`src/rtl/regfile_pkg.sv`:
```
// Shared types and widths for the register-file write-back path.
package regfile_pkg;

    localparam int REG_ADDR_W = 3;
    localparam int REG_DATA_W = 8;
    localparam int NUM_REGS   = 8;
    localparam int WB_ENTRY_W = REG_ADDR_W + REG_DATA_W;

    typedef struct packed {
        logic [REG_ADDR_W-1:0] reg_addr;
        logic [REG_DATA_W-1:0] data;
    } wb_entry_t;

    typedef enum logic {
        SRC_ALU = 1'b0,
        SRC_MEM = 1'b1
    } wb_src_e;

    function automatic logic [NUM_REGS-1:0] reg_onehot(input logic [REG_ADDR_W-1:0] addr);
        logic [NUM_REGS-1:0] v;
        v       = '0;
        v[addr] = 1'b1;
        return v;
    endfunction

endpackage

```
`src/rtl/regfile_writeback_fifo.sv`:
```
// Circular buffer of pending register writes; exposes every slot plus a
// per-slot valid vector so the parent can build the pending-write mask.
module wb_fifo
    import regfile_pkg::*;
#(
    parameter int DEPTH = 4
) (
    input  logic                        clk,
    input  logic                        rst,
    input  logic                        i_push,
    input  logic [WB_ENTRY_W-1:0]       i_push_data,
    input  logic                        i_pop,
    output logic [WB_ENTRY_W-1:0]       o_head,
    output logic [DEPTH-1:0]            o_valid,
    output logic [DEPTH*WB_ENTRY_W-1:0] o_entries,
    output logic                        o_full,
    output logic                        o_empty
);

    localparam int PTR_W = $clog2(DEPTH);
    localparam int CNT_W = PTR_W + 1;

    logic [WB_ENTRY_W-1:0] r_mem [DEPTH];
    logic [PTR_W-1:0]      r_wr_ptr;
    logic [PTR_W-1:0]      r_rd_ptr;
    logic [CNT_W-1:0]      r_count;
    logic [DEPTH-1:0]      r_valid;

    logic                  w_do_pop;
    logic                  w_do_push;
    logic [DEPTH-1:0]      w_valid_next;

    assign o_full   = (r_count == CNT_W'(DEPTH));
    assign o_empty  = (r_count == '0);
    assign o_head   = r_mem[r_rd_ptr];
    assign o_valid  = r_valid;

    // A push into a full buffer is legal only when the head leaves in the same cycle.
    assign w_do_pop  = i_pop & ~o_empty;
    assign w_do_push = i_push & (~o_full | w_do_pop);

    always_comb begin
        w_valid_next = r_valid;
        if (w_do_pop)
            w_valid_next[r_rd_ptr] = 1'b0;
        if (w_do_push)
            w_valid_next[r_wr_ptr] = 1'b1;
    end

    always_comb begin
        o_entries = '0;
        for (int i = 0; i < DEPTH; i++)
            o_entries[i*WB_ENTRY_W +: WB_ENTRY_W] = r_mem[i];
    end

    always_ff @(posedge clk or posedge rst) begin
        if (rst) begin
            for (int i = 0; i < DEPTH; i++)
                r_mem[i] <= '0;
            r_wr_ptr <= '0;
            r_rd_ptr <= '0;
            r_count  <= '0;
            r_valid  <= '0;
        end else begin
            r_valid <= w_valid_next;
            if (w_do_push) begin
                r_mem[r_wr_ptr] <= i_push_data;
                r_wr_ptr        <= r_wr_ptr + PTR_W'(1);
            end
            if (w_do_pop)
                r_rd_ptr <= r_rd_ptr + PTR_W'(1);
            case ({w_do_push, w_do_pop})
                2'b10:   r_count <= r_count + CNT_W'(1);
                2'b01:   r_count <= r_count - CNT_W'(1);
                default: r_count <= r_count;
            endcase
        end
    end

endmodule

```
`src/rtl/regfile_writeback.sv`:
```
// Write-back front end: round-robin ALU/load arbiter, write FIFO, registered
// write port and pending-write mask. Define WB_R0_DISCARD_EN to make r0 read-only zero.
module regfile_writeback
    import regfile_pkg::*;
#(
    parameter int DEPTH  = 4,
    parameter int DATA_W = 8,
    parameter int ADDR_W = 3
) (
    input  logic                clk,
    input  logic                rst,
    input  logic                alu_valid,
    output logic                alu_ready,
    input  logic [ADDR_W-1:0]   alu_reg,
    input  logic [DATA_W-1:0]   alu_data,
    input  logic                mem_valid,
    output logic                mem_ready,
    input  logic [ADDR_W-1:0]   mem_reg,
    input  logic [DATA_W-1:0]   mem_data,
    input  logic                wb_hold,
    output logic                wr_en,
    output logic [ADDR_W-1:0]   wr_reg,
    output logic [DATA_W-1:0]   wr_data,
    output logic [NUM_REGS-1:0] pending,
    output logic                full
);

    // Handshake: a source's result is taken at the rising edge where its
    // valid and ready are both high; an un-taken offer must be held stable.

    wb_src_e                      r_rr_last;
    logic                         r_wr_en;
    logic [ADDR_W-1:0]            r_wr_reg;
    logic [DATA_W-1:0]            r_wr_data;

    logic                         w_grant_alu;
    logic                         w_grant_mem;
    logic                         w_pop;
    logic                         w_can_push;
    logic                         w_discard;
    logic                         w_accept;
    logic                         w_push;
    wb_entry_t                    w_push_entry;
    wb_entry_t                    w_head;
    logic                         w_fifo_full;
    logic                         w_fifo_empty;
    logic [DEPTH-1:0]             w_valid;
    logic [DEPTH*WB_ENTRY_W-1:0]  w_entries;
    logic [NUM_REGS-1:0]          w_pend;

    wb_fifo #(.DEPTH(DEPTH)) u_fifo (
        .clk         (clk),
        .rst         (rst),
        .i_push      (w_push),
        .i_push_data (w_push_entry),
        .i_pop       (w_pop),
        .o_head      (w_head),
        .o_valid     (w_valid),
        .o_entries   (w_entries),
        .o_full      (w_fifo_full),
        .o_empty     (w_fifo_empty)
    );

    always_comb begin
        // On contention the source that lost the previous acceptance goes first.
        w_grant_alu = alu_valid & (~mem_valid | (r_rr_last == SRC_MEM));
        w_grant_mem = mem_valid & (~alu_valid | (r_rr_last == SRC_ALU));
        w_pop       = ~wb_hold & ~w_fifo_empty;
        w_can_push  = ~w_fifo_full | w_pop;

        w_push_entry.reg_addr = w_grant_mem ? mem_reg  : alu_reg;
        w_push_entry.data     = w_grant_mem ? mem_data : alu_data;
`ifdef WB_R0_DISCARD_EN
        w_discard = (w_push_entry.reg_addr == '0);
`else
        w_discard = 1'b0;
`endif
        w_accept  = (w_grant_alu | w_grant_mem) & (w_can_push | w_discard);
        alu_ready = w_grant_alu & w_accept;
        mem_ready = w_grant_mem & w_accept;
        w_push    = w_accept & ~w_discard;
    end

    always_ff @(posedge clk or posedge rst) begin
        if (rst) begin
            r_wr_en   <= 1'b0;
            r_wr_reg  <= '0;
            r_wr_data <= '0;
            r_rr_last <= SRC_ALU;
        end else begin
            r_wr_en <= w_pop;
            if (w_pop) begin
                r_wr_reg  <= w_head.reg_addr;
                r_wr_data <= w_head.data;
            end
            if (alu_ready)
                r_rr_last <= SRC_ALU;
            else if (mem_ready)
                r_rr_last <= SRC_MEM;
        end
    end

    always_comb begin
        wb_entry_t w_ent;
        w_ent  = '0;
        w_pend = r_wr_en ? reg_onehot(r_wr_reg) : '0;
        for (int i = 0; i < DEPTH; i++) begin
            w_ent = w_entries[i*WB_ENTRY_W +: WB_ENTRY_W];
            if (w_valid[i])
                w_pend = w_pend | reg_onehot(w_ent.reg_addr);
        end
    end

`ifdef WB_R0_DISCARD_EN
    assign pending = w_pend & ~NUM_REGS'(1);
`else
    assign pending = w_pend;
`endif

    assign wr_en   = r_wr_en;
    assign wr_reg  = r_wr_reg;
    assign wr_data = r_wr_data;
    assign full    = w_fifo_full;

endmodule

```
`config.mk`:
```
export PLATFORM = sky130hd
export DESIGN_NAME = regfile_writeback
export DESIGN_NICKNAME = d
export VERILOG_FILES = /design/src/rtl/regfile_pkg.sv /design/src/rtl/regfile_writeback_fifo.sv /design/src/rtl/regfile_writeback.sv
export SDC_FILE = /design/constraint.sdc
export NUM_CORES = 1
export LEC_CHECK = 0
export CAP_MARGIN = 10
export CORE_MARGIN = 2
export CORE_UTILIZATION = 40
export DETAILED_ROUTE_END_ITERATION = 8
export GPL_ROUTABILITY_DRIVEN = 0
export PLACE_DENSITY = 0.7
export SLEW_MARGIN = 20
export SYNTH_ARGS = -nofsm -noshare
export SYNTH_HDL_FRONTEND = slang
export SYNTH_SLANG_ARGS = --single-unit
```
`constraint.sdc`:
```
create_clock -name clk -period 3.04 [get_ports clk]
set_input_delay 0.304 -clock clk [delete_from_list [all_inputs] [get_ports clk]]
set_output_delay 0.304 -clock clk [all_outputs]
set_load 0.005 [all_outputs]
```
==> results.sh <==
export IMPL_hold_viol=0
export IMPL_drc_errors=0
export IMPL_topRoutingLayerUsed="met4"
export IMPL_synth_top_flop_cell="dfrtp_1"
export IMPL_tns_ps=0
export IMPL_drt_pass1_iterations=4
export IMPL_routed_wl_um=7570
export IMPL_final_cells=442
export IMPL_routedWlPerCell_um=17.1
export IMPL_num_antenna_cells=0
export IMPL_grt_total_usage_pct=16.1
export IMPL_hp_class="in -> async"
export IMPL_worstReg2RegStart="u_fifo.r_count[0]"
export IMPL_path_cells="nand2b_1 -> nor3b_1 -> or4_1 -> clkdlybuf4s50_1"
export IMPL_area_growth_pct=21.9
export IMPL_crit_path_start_kind="register"
export IMPL_rsz0062_at_grt="false"
export IMPL_fillers=777
export IMPL_vias=2353
export IMPL_cap_violations=0
export IMPL_numCtsBuffers=9
export IMPL_cts_setup_buffers=0
export IMPL_critPathArrivalTime_ps=2040
export IMPL_crit_buf_inv=1
export IMPL_viasPerCell=5.32
export IMPL_dr_wl_met2_um=3720
export IMPL_rows=35
export IMPL_crit_slowest_cell="or4_1"
export IMPL_coreArea_um2=9110
export IMPL_antenna_found_initial=0
export IMPL_dieArea_um2=10100
export IMPL_met1_length_um=3520
export IMPL_yosys_top_cells_area="dfrtp_1 (46%), mux2_4 (15%), mux2_2 (9.4%)"
export IMPL_cts_tree="built"
export IMPL_powerDensity_nw_per_um2=1120
export IMPL_path_max_fanout=8
export IMPL_tightest_slew_ps=780
export IMPL_io_pins=50
export IMPL_die_height_um=100
export IMPL_synth_top_cell_by_area="dfrtp_1"
export IMPL_synth_cell_type_count=40
export IMPL_r2r_setup_slack_ps=1070
export IMPL_drive_above_1_share_pct=32.3
export IMPL_grt_max_degree=36
export IMPL_leakagePower_nw=1.94
export IMPL_numPortBuffers=49
export IMPL_synth_fp_nets=308
export IMPL_synth_most_common_cell="dfrtp_1"
export IMPL_status="completed"
export IMPL_seq_area_frac_synth_pct=45.8
export IMPL_setup_viol=0
export IMPL_syn_avg_cell_area_um2=13.7
export IMPL_layout_min_cycle_time_ps=2350
export IMPL_crit_required_ps=2740
export IMPL_antenna_left=0
export IMPL_critical_path_class="reg -> out"
export IMPL_postSynth_asyncResetShare_pct=100
export IMPL_grt_pass1_wl_um=12400
export IMPL_met3WireLength_um=247
export IMPL_initial_core_util_pct=40.8
export IMPL_slew_headroom_pct=48.0
export IMPL_r2r_end="u_fifo.r_count[2]"
export IMPL_drt_initial_drc_count=117
export IMPL_slew_violations=0
export IMPL_place_area_um2=4320
export IMPL_clockBufferDepth=2
export IMPL_ctsHoldBuffers=0
export IMPL_cpPeakStageDelay_ps=560
export IMPL_final_nets=363
export IMPL_endpoint_kind="primary output"
export IMPL_synth_top_area_share_pct=45.8
export IMPL_grt_pass1_vias=2345
export IMPL_synthCells=271
export IMPL_synth_common_cells="dfrtp_1 (68), mux2_4 (36), mux2_2 (31)"
export IMPL_fin_area_um2=4530
export IMPL_place_hpwl_um=5250
export IMPL_htreeDepth=3
export IMPL_syn_area_um2=3720
export IMPL_dp_cells=426
export IMPL_irDropWorstVdd_mv=0.500
export IMPL_min_period_over_period_pct=77.2
export IMPL_cts_root_buffer="clkbuf_8"
export IMPL_clk_pin_slew_ps=80
export IMPL_largest_register_ffs=44
export IMPL_cts_repair_resized=0
export IMPL_synth_edff_count=0
export IMPL_cts_sink_count=68
export IMPL_grt_ovfl_total=0
export IMPL_reg2reg_depth=9
export IMPL_fmax_ghz=0.426
export IMPL_ys_warn_count=0
export IMPL_finClkSkew_ps=7.84
export IMPL_synth_seq_cells=68
export IMPL_clock_latency_ps=340
export IMPL_crit_family="simple AND/OR/NAND/NOR gates"
export IMPL_die_w_um=100
layout by cell type, fill, tap and decap left out, types with 3 or more instances in the layout:
cell type	Yosys	routed
mux4_2	11	11
mux2_2	31	31
mux2_4	36	36
nand2_1	11	11
dfrtp_1	68	68
ha_1	9	9
clkinv_2	0	3
and3_4	4	4
o22ai_1	6	6
clkdlybuf4s50_1	0	49
or4_1	5	5
nor3b_1	8	8
or3_1	3	3
o31ai_1	3	3
o32ai_1	3	3
nand2b_1	12	12
nor2_1	6	6
clkbuf_8	0	9
xnor2_1	3	3
inv_1	14	13
buf_4	1	3
cells by family (layout without fill, tap and decap cells):
logic type | count (synthesis) | after routing | share of synthesized area [%]
and+or+nand+nor | 66 | 66 | 11.5
AOI/OAI and AO/OA | 20 | 20 | 3.77
muxes | 79 | 79 | 30.9
buffers and inverters | 23 | 83 | 3.36
xor gates and xnor gates | 5 | 5 | 1.18
DFF | 68 | 68 | 45.8
adders and majority gates | 10 | 10 | 3.57
stage by stage:
stage	hold WS (ps)	utilization (%)	power (mW)	setup slack, ps
6_report	405	49.8	5.10	693
3_5_place_dp	491	47.4	4.32	555
2_1_floorplan	408	-	3.50	1020
5_1_grt	465	49.8	5.45	602
4_1_cts	419	49.8	5.15	678
3_3_place_gp	486	47.4	4.24	616
power breakdown:
group / internal (mW) / switching, mW / total, mW
Clock: 0.459 / 0.351 / 0.810
Combinational: 1.59 / 0.821 / 2.41
Sequential: 1.38 / 0.504 / 1.88
Total: 3.42 / 1.68 / 5.10
layer usage:
| metal | track usage [%] | vias up |
|---|---|---|
| met3 | 4.11 | 6 |
| met4 | 4.32 | 0 |
| met5 | 0 | - |
| met1 | 22.1 | 1189 |
| li1 | - | 1103 |
| met2 | 25.7 | 55 |
layout make-up:
cell class                      count  area, µm²  area share, %
Clock buffer                        9        124           2.73
Tap cell                          111        139           3.06
Inverter                           14       52.6           1.16
Multi-Input combinational cell    180       1890           41.7
Clock inverter                      7       91.3           2.01
Sequential cell                    68       1700           37.5
Timing Repair Buffer               53        533           11.8
worst max-delay path by stage:
| stage | start | to | slack [ps] | cells after the start |
|---|---|---|---|---|
| floorplan | rst | r_rr_last | 1020 | 1 |
| global placement | mem_valid | u_fifo.r_count[2] | 620 | 10 |
| detailed placement | mem_valid | u_fifo.r_count[2] | 560 | 10 |
| CTS | u_fifo.o_entries[31] | pending[1] | 680 | 4 |
| global route | u_fifo.o_entries[31] | pending[1] | 600 | 4 |
| finish | u_fifo.o_entries[31] | pending[1] | 690 | 4 |
No activity file was read; power rests on OpenSTA's default activity.
